<file path="src/rtl/keypad_matrix_scanner.sv">
// Keypad matrix scanner: walks rows through an external decoder, synchronizes the
// active-low columns, debounces whole-frame results and reports presses on valid/ready.
module keypad_matrix_scanner #(
    parameter int ROW_BITS = 2,
    parameter int COL_BITS = 2,
    parameter int SETTLE   = 15,
    parameter int DEBOUNCE = 4
) (
    input  logic                         clk,
    input  logic                         rst_n,
    input  logic                         scan_en,
    output logic [ROW_BITS-1:0]          row_index,
    output logic                         row_enable,
    input  logic [(2**COL_BITS)-1:0]     col_n,
    output logic [ROW_BITS+COL_BITS-1:0] key_code,
    output logic                         key_valid,
    input  logic                         key_ready,
    output logic                         overrun,
    input  logic                         overrun_clr
);
    localparam int ROWS   = 2**ROW_BITS;
    localparam int COLS   = 2**COL_BITS;
    localparam int CODE_W = ROW_BITS + COL_BITS;
    localparam int CNT_W  = $clog2(SETTLE + 1);
    localparam int DEB_W  = $clog2(DEBOUNCE + 1);
    localparam logic [CNT_W-1:0]    SETTLE_LAST = CNT_W'(SETTLE - 1);
    localparam logic [DEB_W-1:0]    DEB_MAX     = DEB_W'(DEBOUNCE);
    localparam logic [ROW_BITS-1:0] LAST_ROW    = ROW_BITS'(ROWS - 1);

    typedef enum logic [1:0] {
        ST_IDLE,
        ST_SETTLE,
        ST_SAMPLE,
        ST_FRAME_END
    } state_t;

    state_t              state_q;
    logic [ROW_BITS-1:0] rowIndex_q;
    logic                rowEnable_q;
    logic [CNT_W-1:0]    settleCnt_q;
    logic [COLS-1:0]     sync1_q;
    logic [COLS-1:0]     sync2_q;
    logic                frameValid_q;
    logic [CODE_W-1:0]   frameCode_q;
    logic                candValid_q;
    logic [CODE_W-1:0]   candCode_q;
    logic [DEB_W-1:0]    debCnt_q;
    logic [DEB_W-1:0]    debCnt_d;
    logic                keyValid_q;
    logic                keyValid_d;
    logic [CODE_W-1:0]   keyCode_q;
    logic [CODE_W-1:0]   keyCode_d;
    logic                overrun_q;
    logic                overrun_d;

    logic                colHit;
    logic [COL_BITS-1:0] colIdx;
    logic                sameResult;
    logic                pressEvent;

    always_ff @(posedge clk or negedge rst_n) begin
        if (!rst_n) begin
            sync1_q <= '1;
            sync2_q <= '1;
        end else begin
            sync1_q <= col_n;
            sync2_q <= sync1_q;
        end
    end

    // Scanning downwards leaves the lowest pressed column as the winner.
    always_comb begin
        colHit = 1'b0;
        colIdx = '0;
        for (int c = COLS - 1; c >= 0; c--) begin
            if (!sync2_q[c]) begin
                colHit = 1'b1;
                colIdx = COL_BITS'(c);
            end
        end
    end

    assign sameResult = (frameValid_q == candValid_q) &&
                        (!frameValid_q || (frameCode_q == candCode_q));
    assign debCnt_d   = !sameResult              ? DEB_W'(1) :
                        (debCnt_q == DEB_MAX)    ? debCnt_q  :
                                                   debCnt_q + 1'b1;
    assign pressEvent = (state_q == ST_FRAME_END) && scan_en && frameValid_q &&
                        (debCnt_d == DEB_MAX) && !(sameResult && (debCnt_q == DEB_MAX));

    always_ff @(posedge clk or negedge rst_n) begin
        if (!rst_n) begin
            state_q      <= ST_IDLE;
            rowIndex_q   <= '0;
            rowEnable_q  <= 1'b0;
            settleCnt_q  <= '0;
            frameValid_q <= 1'b0;
            frameCode_q  <= '0;
            candValid_q  <= 1'b0;
            candCode_q   <= '0;
            debCnt_q     <= '0;
        end else if (!scan_en) begin
            state_q      <= ST_IDLE;
            rowIndex_q   <= '0;
            rowEnable_q  <= 1'b0;
            settleCnt_q  <= '0;
            frameValid_q <= 1'b0;
            frameCode_q  <= '0;
            candValid_q  <= 1'b0;
            candCode_q   <= '0;
            debCnt_q     <= '0;
        end else begin
            case (state_q)
                ST_IDLE: begin
                    state_q     <= ST_SETTLE;
                    rowEnable_q <= 1'b1;
                    rowIndex_q  <= '0;
                    settleCnt_q <= '0;
                end
                ST_SETTLE: begin
                    if (settleCnt_q == SETTLE_LAST) begin
                        state_q <= ST_SAMPLE;
                    end else begin
                        settleCnt_q <= settleCnt_q + 1'b1;
                    end
                end
                ST_SAMPLE: begin
                    if (!frameValid_q && colHit) begin
                        frameValid_q <= 1'b1;
                        frameCode_q  <= {rowIndex_q, colIdx};
                    end
                    if (rowIndex_q != LAST_ROW) begin
                        rowIndex_q  <= rowIndex_q + 1'b1;
                        settleCnt_q <= '0;
                        state_q     <= ST_SETTLE;
                    end else begin
                        state_q <= ST_FRAME_END;
                    end
                end
                ST_FRAME_END: begin
                    candValid_q  <= frameValid_q;
                    candCode_q   <= frameCode_q;
                    debCnt_q     <= debCnt_d;
                    frameValid_q <= 1'b0;
                    frameCode_q  <= '0;
                    rowIndex_q   <= '0;
                    settleCnt_q  <= '0;
                    state_q      <= ST_SETTLE;
                end
                default: state_q <= ST_IDLE;
            endcase
        end
    end

    // A press can reload the output in the same cycle the old one is taken.
    always_comb begin
        keyValid_d = keyValid_q;
        keyCode_d  = keyCode_q;
        overrun_d  = overrun_q;
        if (overrun_clr) begin
            overrun_d = 1'b0;
        end
        if (keyValid_q && key_ready) begin
            keyValid_d = 1'b0;
        end
        if (pressEvent) begin
            if (!keyValid_q || key_ready) begin
                keyValid_d = 1'b1;
                keyCode_d  = frameCode_q;
            end else begin
                overrun_d = 1'b1;
            end
        end
    end

    always_ff @(posedge clk or negedge rst_n) begin
        if (!rst_n) begin
            keyValid_q <= 1'b0;
            keyCode_q  <= '0;
            overrun_q  <= 1'b0;
        end else begin
            keyValid_q <= keyValid_d;
            keyCode_q  <= keyCode_d;
            overrun_q  <= overrun_d;
        end
    end

    assign row_index  = rowIndex_q;
    assign row_enable = rowEnable_q;
    assign key_code   = keyCode_q;
    assign key_valid  = keyValid_q;
    assign overrun    = overrun_q;
endmodule

</file>
<file path="config.mk">
export PLATFORM = sky130hd
export DESIGN_NAME = keypad_matrix_scanner
export DESIGN_NICKNAME = d
export VERILOG_FILES = /design/src/rtl/keypad_matrix_scanner.sv
export SDC_FILE = /design/constraint.sdc
export NUM_CORES = 1
export LEC_CHECK = 0
export BUFFER_PORTS_ARGS = -buffer_cell sky130_fd_sc_hd__buf_2
export CAP_MARGIN = 20
export CORE_ASPECT_RATIO = 0.75
export CORE_UTILIZATION = 40
export DETAILED_ROUTE_END_ITERATION = 7
export SLEW_MARGIN = 20
export SYNTH_ARGS = -nofsm -noshare
export SYNTH_HDL_FRONTEND = slang
export SYNTH_SLANG_ARGS = --single-unit
</file>
<file path="constraint.sdc">
create_clock -name clk -period 2.2 [get_ports clk]
set_input_delay 0.11 -clock clk [delete_from_list [all_inputs] [get_ports clk]]
set_output_delay 0.11 -clock clk [all_outputs]
set_load 0.01 [all_outputs]
</file>
### Yosys cells after proc, flatten, opt, wreduce, memory -nomap -nowiden

Index checks and enable logic that the tools add are counted.

| storage, ports and cells | value |
|---|---|
| bits in registers | 36 |
| word-level logic and storage cells | 94 |
| output and inout port bits | 9 |
| input port bits | 9 |

| operators by class | value |
|---|---|
| add/subtract/negate cells | 3 |
| equality and inequality tests | 17 |
| muxes and demuxes | 41 |
| reduce and logical (&&, ||, !) cells | 19 |

Operators with widths:

| kind | number |
|---|---|
| $mux 4 | 7 |
| $mux 2 | 9 |
| $mux 1 | 16 |
| $mux 3 | 4 |
| $ne 3x3->1 const B | 4 |
| $pmux 4 s3 | 1 |
| $logic_and 1x1->1 | 8 |
| $pmux 4 s2 | 1 |
| $reduce_and 2->1 | 4 |
| $eq 3x3->1 const B | 2 |
| $pmux 2 s3 | 1 |
| $add 4x1->4 const B | 1 |
| $eq 2x2->1 const B | 2 |
| $eq 4x4->1 | 1 |
| $eq 4x4->1 const B | 1 |
| $ne 2x1->1 const B | 2 |
| $pmux 2 s2 | 1 |
| $add 3x1->3 const B | 1 |
| $logic_not 1->1 | 3 |
| $ne 3x1->1 const B | 1 |
| $ne 3x2->1 const B | 1 |
| $add 2x1->2 const B | 1 |
| $eq 2x1->1 const B | 1 |
| $logic_not 2->1 | 1 |
| other kinds (5) | 6 |

### Depth between registers and ports, before layout

Gate-level depths: netlist of the first run.

| logic depth | value |
|---|---|
| depth in word-level cells | 8 |
| mapped depth | 6 |

### Worst setup path before layout of the first run

No wires, ideal clock.

| timing path | value |
|---|---|
| path type | reg-to-reg |
| from | register debCnt_q[0] |
| to | register keyCode_q[0], in the netlist key_code[0] |
| stages on the path, launching flop included | 7 |
| data arrival time | 1.649 ns |
| setup slack | 0.427 ns |
| library setup time | 0.125 ns |
| required time | 2.075 ns |
| period minus slack after synthesis | 1.773 ns |
| path buffers | 0 |
| cells stage by stage | dfrtp_1 -> inv_1 -> ha_1 -> and4b_1 -> o211a_1 -> and4_4 -> mux2_2 |

| between the ends | value |
|---|---|
| cells in the longest elaborated chain, start to end | 7 |
| elaborated cells on any way between the ends | 10 |
| classes of those cells | 1 x add/sub; 2 x eq/ne; 2 x mux; 5 x reduce/logical |

Ends and longest elaborated chain:

| what | RTL line | source |
|---|---|---|
| start, declared | 47 | `logic [DEB_W-1:0] debCnt_q;` |
| start signal, assigned | 143 | `debCnt_q <= debCnt_d;` |
| $add 3x1->3 or $eq 3x3->1 (tied branches) | 87, 86, 89 |  |
| $mux 3 | 86 | `(debCnt_q == DEB_MAX) ? debCnt_q :` |
| $mux 3 | 85 | `assign debCnt_d = !sameResult ? DEB_W'(1) :` |
| $eq 3x3->1 | 89 | `(debCnt_d == DEB_MAX) && !(sameResult && (debCnt_q == DEB_MAX));` |
| $logic_and 1x1->1 | 88 | `assign pressEvent = (state_q == ST_FRAME_END) && scan_en && frameValid_q &&` |
| $logic_and 1x1->1 * | 89 |  |
| $reduce_and 2->1 (no line) * | n/a |  |
| end signal, assigned | 183 | `keyCode_q <= keyCode_d;` |
| end, declared | 51 | `logic [CODE_W-1:0] keyCode_q;` |

Mark *: on every way between the ends. The rest lies on a longest branch, timed or not.
A chain may end at the register's enable or synchronous reset.

### Worst setup path after layout of the first run

| timing path | value |
|---|---|
| from | register debCnt_q[0] |
| to | register keyCode_q[1], in the netlist key_code[1] |

Same word-level chain as after synthesis.

==> impl_metrics.env, run 1 <==
export IMPL_ys_flop_type="dfrtp_1"
export IMPL_synth_area_um2=1800
export IMPL_rr_worst_depth=6
export IMPL_hpwlAfterDp_um=2320
export IMPL_max_cap_violations=0
export IMPL_cts_buffers=5
export IMPL_outcome="completed"
export IMPL_cts_tree="built"
export IMPL_die_area_um2=4780
export IMPL_postRouteAntennaNets=0
export IMPL_fin_nets=211
export IMPL_ys_seq_area_frac=0.505
export IMPL_synth_cell_types=44
export IMPL_slew_viol_final=0
export IMPL_detail_route_vias_per_cell=5.29
export IMPL_cp_start_kind="flop"
export IMPL_core_um2=4180
export IMPL_syn_nets=185
export IMPL_period_needed_ns=1.90
export IMPL_io_buffers=17
export IMPL_fp_row_count=20
export IMPL_gp_congestion=0.810
export IMPL_crit_path_end_kind="flop"
export IMPL_finalSetupViolations=0
export IMPL_floorplan_initialDensity=0.431
export IMPL_syn_inst=166
export IMPL_dr_pass1_iters=4
export IMPL_cp_data_required_time_ns=2.37
export IMPL_grt_ovfl_total=0
export IMPL_critPathSlowestCell="dfrtp_1"
export IMPL_crit_chain="inv_1 > ha_1 > and4b_1 > o211a_1 > and4_4 > mux2_2"
export IMPL_grt_usage=0.163
export IMPL_wl_per_cell_um=13.7
export IMPL_ir_drop_uv=447
export IMPL_worst_path_max_fanout=5
export IMPL_cts_repair_resized=0
export IMPL_chipHeight_um=60.1
export IMPL_hold_class="input pin to flop"
export IMPL_antenna_cells=0
export IMPL_ios=18
export IMPL_ys_async_sr_fraction=1.00
export IMPL_p_total_w=0.00161
export IMPL_area_growth_pct=16.0
export IMPL_power_density_nw_per_um2=771
export IMPL_yosysWarnings=0
export IMPL_drt_iter0_drc=72
export IMPL_worstSetupPathType="flop to flop"
export IMPL_antenna_found_initial=0
export IMPL_tns_ns=0
export IMPL_fin_ws_ns=0.297
export IMPL_grt_max_degree=37
export IMPL_final_util=0.500
export IMPL_final_common_cell="dfrtp_1"
export IMPL_avgSynthCellArea_um2=10.9
export IMPL_dieWidth_um=79.5
export IMPL_arrival_ns=2.07
export IMPL_synth_seq_cells=36
export IMPL_crit_path_max_incr_delay_ns=0.41
export IMPL_routed_wl_um=3400
export IMPL_place_ws_ns=0.330
export IMPL_leakagePower_nw=0.985
export IMPL_fmax_ghz=0.526
export IMPL_dr_total_vias=1311
export IMPL_h_tree_depth=2
export IMPL_drc=0
export IMPL_period_share=0.865
export IMPL_synth_enable_flop_cells=0
export IMPL_grt_pass1_vias=1325
export IMPL_cts_num_sinks=36
export IMPL_cts_buffer_depth=2
export IMPL_final_cell_mix="dfrtp_1 (28), buf_2 (17), nand2_1 (14), o21ai_0 (12)"
export IMPL_cts_root_buffer="clkbuf_8"
export IMPL_drive_gt1_frac=0.223
export IMPL_final_hold_violation_count=0
export IMPL_rsz0062_at_grt="no"
export IMPL_insertion_delay_ns=0.29
export IMPL_hold_depth=3
export IMPL_clkTransAtPathRegs_ns=0.07
export IMPL_grt_pass1_wl_um=5800
export IMPL_max_slew_margin=0.471
export IMPL_fin_skew_ns=0.00333
export IMPL_tightest_slew_ns=0.793
-- cells in the mapped netlist, drive strengths merged (2+ instances only) --
library cell   n  area (µm²)
and2           4        25.0
nor3b          3        22.5
o21ai         12        60.1
clkbuf         3        11.3
dfrtp         28         701
buf            2        10.0
mux2i          5        50.1
nand2b         2        12.5
nand4          2        12.5
a21oi          3        15.0
a22oi          2        15.0
inv            9        33.8
nand2         14        52.6
dfstp          8         210
ha            10         125
and4           2        20.0
nor2           5        18.8
xor2           3        26.3
nand3          4        20.0
nand4b         2        17.5
or3b           2        17.5
mux2           4        45.0
nor2b         10        62.6
a21boi         7        52.6
a41oi          2        17.5
-- final cells by class --
type                    instances  area, µm²
clock buffers                   5       68.8
clock inverters                 3       18.8
fillers                       388       2090
inverters                       9       33.8
multi-input cells             116        837
flip-flops and latches         36        911
well taps                      55       68.8
repair buffers                 24        153
-- routing by layer --
layer	global-route usage	vias to the layer above	wire [µm]
met4	0.0649	0	41
met1	0.202	636	1740
met5	0	-	0
met2	0.267	26	1490
met3	0.0504	9	134
li1	-	640	-
-- worst paths after layout --
kind	to	slack, ns	start
worst max-delay path	key_code[1]	0.30	debCnt_q[0]
worst min-delay path	key_valid	0.13	key_ready
worst max register to register	key_code[1]	0.30	debCnt_q[0]
worst min register to register	sync2_q[0]	0.36	sync1_q[0]
max in group asynchronous	candValid_q	1.26	rst_n
min in group asynchronous	row_index[0]	0.44	rst_n
-- logic make-up (layout without fill, tap and decap cells) --
logic type | after synthesis | in the layout | synth area share
AOI/OAI and AO/OA | 36 | 36 | 0.136
xor gates and xnor gates | 4 | 4 | 0.0194
adders and majority gates | 10 | 10 | 0.0694
buffers and inverters | 14 | 41 | 0.0305
DFF | 36 | 36 | 0.505
muxes | 9 | 9 | 0.0527
and+or+nand+nor | 57 | 57 | 0.187
-- repair_timing --
item,in CTS,in global routing
endpoints found under the hold margin,33,0
hold buffers,6,0
setup buffers,0,0
-- stage by stage --
step / instances / cell area, µm² / hold WS, ns
2_1_floorplan: 166 / 1800 / -0.186
3_3_place_gp: 234 / 1940 / 0.217
3_5_place_dp: 234 / 1940 / 0.217
4_1_cts: 248 / 2090 / 0.125
5_1_grt: 248 / 2090 / 0.176
6_report: 248 / 2090 / 0.128
-- where the power goes --
part / leakage [nW] / switching [W] / internal, W / total [W]
clock network: 0.0479 / 0.000244 / 0.000221 / 0.000465
logic: 0.467 / 0.000223 / 0.000152 / 0.000374
registers: 0.470 / 0.0000556 / 0.000716 / 0.000772
total: 0.985 / 0.000523 / 0.00109 / 0.00161
-- critical path, delay by kind of cell (launching register included) --
family | cells | cell delay, ns
AOI/OAI and AO/OA | 1 | 0.16
adders and majority gates | 1 | 0.31
buffers and inverters | 1 | 0.06
DFF | 1 | 0.41
muxes | 1 | 0.34
and+or+nand+nor | 2 | 0.51
-- flip-flops by register name (all words and copies together), names as in the netlist --
register	count
key_valid	1
key_code	4
debCnt_q	3
frameValid_q	1
state_q	2
settleCnt_q	4
sync2_q	4
row_enable	1
sync1_q	4
candValid_q	1
row_index	2
frameCode_q	4
candCode_q	4
overrun	1
Note: power is estimated with default switching activity, not from simulation.
==> run 2: changes to the inputs <==
--- a/config.mk
+++ b/config.mk
@@ -5,10 +5,12 @@
 export SDC_FILE = /design/constraint.sdc
 export NUM_CORES = 1
 export LEC_CHECK = 0
+export ABC_AREA = 1
 export BUFFER_PORTS_ARGS = -buffer_cell sky130_fd_sc_hd__buf_2
 export CAP_MARGIN = 20
 export CORE_ASPECT_RATIO = 0.75
 export CORE_UTILIZATION = 40
+export CTS_CLUSTER_SIZE = 25
 export DETAILED_ROUTE_END_ITERATION = 7
 export SLEW_MARGIN = 20
 export SYNTH_ARGS = -nofsm -noshare
==> run 2 against run 1 <==
Effect of this change: synthesized cell count increased by 10%; sequential share of layout area increased by 1.7 points; routed wire length decreased by 12%; core utilization decreased by 0.70 points; critical path type unchanged; synthesized area decreased by 4.5%.
==> impl_metrics.env, run 2 <==
export IMPL_outcome="completed"
export IMPL_grt_pass1_vias=1131
export IMPL_grt_pass1_wl_um=5170
export IMPL_grt_ovfl_total=0
export IMPL_synth_area_um2=1720
export IMPL_wl_per_cell_um=11.2
export IMPL_core_um2=4080
export IMPL_period_needed_ns=1.64
export IMPL_arrival_ns=1.81
export IMPL_final_cell_mix="nand2_1 (43), inv_1 (28), dfrtp_1 (28), buf_2 (17), o21ai_0 (16)"
export IMPL_cp_start_kind="flop"
export IMPL_die_area_um2=4570
export IMPL_fin_nets=231
export IMPL_worst_path_max_fanout=7
export IMPL_cts_num_sinks=36
export IMPL_ff2ff_setup_slack_ns=0.56
export IMPL_p_int_w=0.00111
export IMPL_ys_seq_area_frac=0.529
export IMPL_pwr_share_clk=0.273
export IMPL_cts_buffers=5
export IMPL_timing_hold_ws_ns=0.123
export IMPL_gp_congestion=0.764
export IMPL_fp_row_count=20
export IMPL_dieWidth_um=77.8
export IMPL_synth_seq_cells=36
export IMPL_design_area_um2=2010
export IMPL_ir_drop_uv=426
export IMPL_syn_nets=202
export IMPL_cts_root_buffer="clkbuf_8"
export IMPL_power_density_nw_per_um2=840
export IMPL_cts_repair_resized=0
export IMPL_tns_ns=0
export IMPL_r2r_end="key_code[2]"
export IMPL_max_slew_margin=0.485
export IMPL_stdcell_count=268
export IMPL_antenna_found_initial=0
export IMPL_ios=18
export IMPL_synth_enable_flop_cells=0
export IMPL_power_frac_comb=0.242
export IMPL_final_hold_violation_count=0
export IMPL_synth_area_leaders="dfrtp_1 (41%), dfstp_2 (12%), nand2_1 (9.4%), ha_1 (7.3%), inv_1 (6.1%)"
export IMPL_seqPwrFrac=0.485
export IMPL_tightest_slew_ns=0.773
export IMPL_final_common_cell="nand2_1"
export IMPL_drc=0
export IMPL_worstSetupPathType="flop to flop"
export IMPL_grt_max_degree=37
export IMPL_yosysMostFrequentCell="nand2_1"
export IMPL_placed_area_um2=1860
export IMPL_drt_iter0_drc=62
export IMPL_dr_total_vias=1240
export IMPL_final_util=0.493
export IMPL_synth_top_cell_by_area="dfrtp_1"
export IMPL_cts_setup_buffers=0
export IMPL_synth_commonest_cells="nand2_1 (43), dfrtp_1 (28), inv_1 (28)"
export IMPL_regToRegStartpoint="debCnt_q[0]"
export IMPL_antenna_cells=0
export IMPL_synth_cell_types=22
export IMPL_holdPathEnd="overrun"
export IMPL_rsz0062_at_grt="no"
export IMPL_rr_worst_depth=8
export IMPL_period_share=0.743
export IMPL_dr_pass1_iters=4
export IMPL_fmax_ghz=0.611
export IMPL_cp_data_required_time_ns=2.38
export IMPL_detail_route_vias_per_cell=4.63
export IMPL_hp_start="key_ready"
export IMPL_cts_buffer_depth=2
export IMPL_ys_flop_type="dfrtp_1"
export IMPL_placedCellCount=254
export IMPL_hold_depth=4
export IMPL_io_buffers=17
export IMPL_postCtsHoldBufs=6
export IMPL_yosys_area_top_type_share=0.407
export IMPL_floorplan_initialDensity=0.422
export IMPL_routed_wl_um=2990
export IMPL_clkTransAtPathRegs_ns=0.07
export IMPL_h_tree_depth=2
export IMPL_finalSetupViolations=0
export IMPL_hold_class="input pin to flop"
export IMPL_area_growth_pct=16.9
export IMPL_insertion_delay_ns=0.29
export IMPL_drive_gt1_frac=0.192
export IMPL_fin_skew_ns=0.00515
export IMPL_crit_path_end_kind="flop"
export IMPL_grt_usage=0.154
export IMPL_slew_viol_final=0
export IMPL_fill_cells=394
export IMPL_yosysWarnings=0
export IMPL_syn_inst=183
export IMPL_hpwlAfterDp_um=2150
export IMPL_leakagePower_nw=1.01
export IMPL_postRouteAntennaNets=0
export IMPL_cts_tree="built"
export IMPL_avgSynthCellArea_um2=9.41
export IMPL_swShare=0.342
export IMPL_p_sw_w=0.000578
export IMPL_ys_async_sr_fraction=1.00
export IMPL_chipHeight_um=58.8
export IMPL_max_cap_violations=0
-- run 2: how the worst max path moves through the flow --
stage	from	endpoint	slack, ns	cells after the start
after floorplan	debCnt_q[0]	key_code[0]	0.71	8
after global placement	debCnt_q[0]	key_code[1]	0.61	8
after detailed placement	debCnt_q[0]	key_code[2]	0.57	8
after CTS	debCnt_q[0]	key_code[2]	0.56	8
after global routing	debCnt_q[0]	key_code[2]	0.37	8
final	debCnt_q[0]	key_code[2]	0.56	8
-- run 2: cell type report --
| type | instances | area (µm²) | area share |
|---|---|---|---|
| Clock inverter | 3 | 18.8 | 0.00933 |
| Timing Repair Buffer | 23 | 145 | 0.0721 |
| Tap cell | 55 | 68.8 | 0.0342 |
| Sequential cell | 36 | 911 | 0.453 |
| Clock buffer | 5 | 68.8 | 0.0342 |
| Inverter | 29 | 114 | 0.0566 |
| Multi-Input combinational cell | 117 | 686 | 0.341 |
-- run 2: kinds of logic (layout without fill, tap and decap cells) --
kind of cell,after synthesis,in the layout,synth area share
simple gates,74,74,0.206
flops,36,36,0.529
xor+xnor,3,3,0.0153
buf+inv,30,60,0.0727
fa+ha+maj,10,10,0.0727
compound gates,30,30,0.105
-- run 2: layer usage --
metal	up-vias	wire length [µm]	global-route usage
met5	-	0	0
met4	0	53	0.0728
met3	7	86	0.0465
met2	14	1210	0.216
met1	566	1640	0.218
li1	653	-	-
-- run 2: through the flow --
| stage | setup slack (ns) | power, W |
|---|---|---|
| global placement | 0.609 | 0.00123 |
| finish | 0.564 | 0.00169 |
| detailed placement | 0.566 | 0.00123 |
| floorplan | 0.706 | 0.00112 |
| CTS | 0.557 | 0.00171 |
| global route | 0.369 | 0.00182 |
-- run 2: power groups by stage --
stage                     Clock (W)  Sequential [W]  Combinational, W
after floorplan                   0        0.000824          0.000293
after global placement            0        0.000831          0.000402
after detailed placement          0        0.000831          0.000401
after CTS                  0.000478        0.000819          0.000412
after global routing       0.000511        0.000831          0.000479
final                      0.000461        0.000819          0.000410
-- run 2: critical path, cell delays in order (launching register included) --
cell	delay (ns)
dfrtp_1	0.40
inv_1	0.08
ha_1	0.17
nand2_2	0.08
xor2_1	0.18
nor3_4	0.29
nand4_4	0.17
nand2_1	0.09
nand2_1	0.05
==> run 3: changes to the inputs <==
==> constraint.sdc (replaced) <==
create_clock -name clk -period 1.4 [get_ports clk]
set_input_delay 0.07 -clock clk [delete_from_list [all_inputs] [get_ports clk]]
set_output_delay 0.07 -clock clk [all_outputs]
set_load 0.01 [all_outputs]
==> run 3 against run 2 <==
Effect of this change: the flow now finishes with violations (setup timing); global-route usage grew 0.73 points; worst hold slack lost 0.060 ns; cell count grew 8.2%; count of clock-buffer cells in the layout grew 2; clock power grew 49%; non-clock buffer count grew 22; critical path depth is the same; highest routed layer unchanged.
==> impl_metrics.env, run 3 (synthesis results as in run 2) <==
export IMPL_outcome="complete, but fails checks"
export IMPL_violations="setup timing"
export IMPL_postRouteAntennaNets=0
export IMPL_max_slew_margin=0.742
export IMPL_final_util=0.550
export IMPL_fp_row_count=20
export IMPL_fin_ws_ns=-0.0743
export IMPL_antenna_cells=0
export IMPL_cts_num_sinks=36
export IMPL_power_density_nw_per_um2=1270
export IMPL_antenna_found_initial=0
export IMPL_worst_path_max_fanout=4
export IMPL_hold_class="input pin to flop"
export IMPL_cts_buffer_depth=2
export IMPL_tightest_slew_ns=0.387
export IMPL_dr_total_vias=1329
export IMPL_drive_gt1_frac=0.332
export IMPL_floorplan_initialDensity=0.422
export IMPL_grt_ovfl_total=0
export IMPL_final_hold_violation_count=0
export IMPL_area_growth_pct=30.3
export IMPL_leakagePower_nw=1.12
export IMPL_multi_input_area_um2=742
export IMPL_routed_wl_um=3230
export IMPL_core_um2=4080
export IMPL_tns_ns=-0.312
export IMPL_fin_skew_ns=0.0102
export IMPL_chipHeight_um=58.8
export IMPL_detail_route_vias_per_cell=4.58
export IMPL_placed_area_um2=2010
export IMPL_dieWidth_um=77.8
export IMPL_fill_cells=353
export IMPL_rsz0062_at_grt="yes"
export IMPL_worstSetupPathType="flop to flop"
export IMPL_final_cell_mix="nand2_1 (40), dfrtp_1 (28), inv_1 (23), buf_4 (20), buf_2 (17)"
export IMPL_crit_path_end_kind="flop"
export IMPL_wl_per_cell_um=11.1
export IMPL_drc=0
export IMPL_place_ws_ns=-0.115
export IMPL_h_tree_depth=2
export IMPL_fin_nets=253
export IMPL_cp_start_kind="flop"
export IMPL_grt_max_degree=22
export IMPL_design_area_um2=2240
export IMPL_period_needed_ns=1.47
export IMPL_ios=18
export IMPL_ff_latch_area_um2=911
export IMPL_final_common_cell="nand2_1"
export IMPL_arrival_ns=1.70
export IMPL_clkTransAtPathRegs_ns=0.07
export IMPL_gp_congestion=0.866
export IMPL_slew_viol_final=0
export IMPL_grt_usage=0.162
export IMPL_die_area_um2=4570
export IMPL_grt_pass1_wl_um=5560
export IMPL_hpwlAfterDp_um=2390
export IMPL_max_cap_violations=0
export IMPL_grt_pass1_vias=1247
export IMPL_cts_buffers=5
export IMPL_ir_drop_uv=755
export IMPL_drt_iter0_drc=52
export IMPL_cts_root_buffer="clkbuf_8"
export IMPL_cp_data_required_time_ns=1.62
export IMPL_io_buffers=17
export IMPL_cts_tree="built"
export IMPL_insertion_delay_ns=0.28
export IMPL_period_share=1.05
export IMPL_fmax_ghz=0.678
export IMPL_dr_pass1_iters=4
export IMPL_finalSetupViolations=7
==> run 3: changes by cell type in the layout (fill, tap and decap cells not counted), sizes merged <==
| cell | before | now |
|---|---|---|
| buf | 17 | 39 |
| clkinv | 4 | 2 |
| clkbuf | 5 | 7 |
==> run 3: timing repair <==
action,4_1_cts,5_1_grt
hold buffers,6,0
endpoints found under the hold margin,13,0
setup buffers,2,2
pin swaps,3,5
endpoints found under the setup margin,9,18
resized for setup,13,11
==> run 3: power by group <==
group | switching [W] | internal [W]
sequential | 0.0000940 | 0.00118
combinational | 0.000501 | 0.000399
clock | 0.000339 | 0.000349
total | 0.000934 | 0.00192
==> run 3: worst paths after layout <==
kind / slack [ns] / cells after the start / endpoint / start
min in group asynchronous: 0.26 / 2 / settleCnt_q[3] / rst_n
max: -0.07 / 8 / key_code[1] / debCnt_q[1]
min reg2reg: 0.36 / 0 / sync2_q[3] / sync1_q[3]
max reg2reg: -0.07 / 8 / key_code[1] / debCnt_q[1]
min: 0.06 / 4 / overrun / key_ready
max in group asynchronous: 0.62 / 3 / sync2_q[0] / rst_n
==> run 3: layout make-up <==
type / instances / area share
clock inverters: 1 / 0.00223
multi-input cells: 117 / 0.331
clock buffers: 7 / 0.0340
well taps: 55 / 0.0307
flip-flops and latches: 36 / 0.406
repair buffers: 45 / 0.146
inverters: 29 / 0.0508
==> run 3: routing by layer <==
metal | part of all wire | global-route usage | vias up
met3 | 0.044 | 0.0388 | 2
met4 | 0.0056 | 0.0566 | 0
met2 | 0.42 | 0.245 | 29
li1 | - | - | 694
met1 | 0.53 | 0.227 | 604
met5 | 0 | 0 | -
==> run 3: through the flow <==
| stage | hold WS, ns | power (W) | cells |
|---|---|---|---|
| floorplan | -0.226 | 0.00175 | 183 |
| global placement | 0.0204 | 0.00208 | 272 |
| detailed placement | 0.0188 | 0.00210 | 272 |
| CTS | 0.0634 | 0.00284 | 288 |
| global route | 0.0829 | 0.00305 | 290 |
| finish | 0.0630 | 0.00286 | 290 |
==> run 3: critical path, cell delays in order, from the launching register on <==
cell and delay [ns]:
dfrtp_1 0.41, inv_2 0.09, ha_4 0.14, nand2_4 0.07, xor2_2 0.17, nor3_4 0.22
buf_4 0.17, nand4_1 0.09, nand2_1 0.08
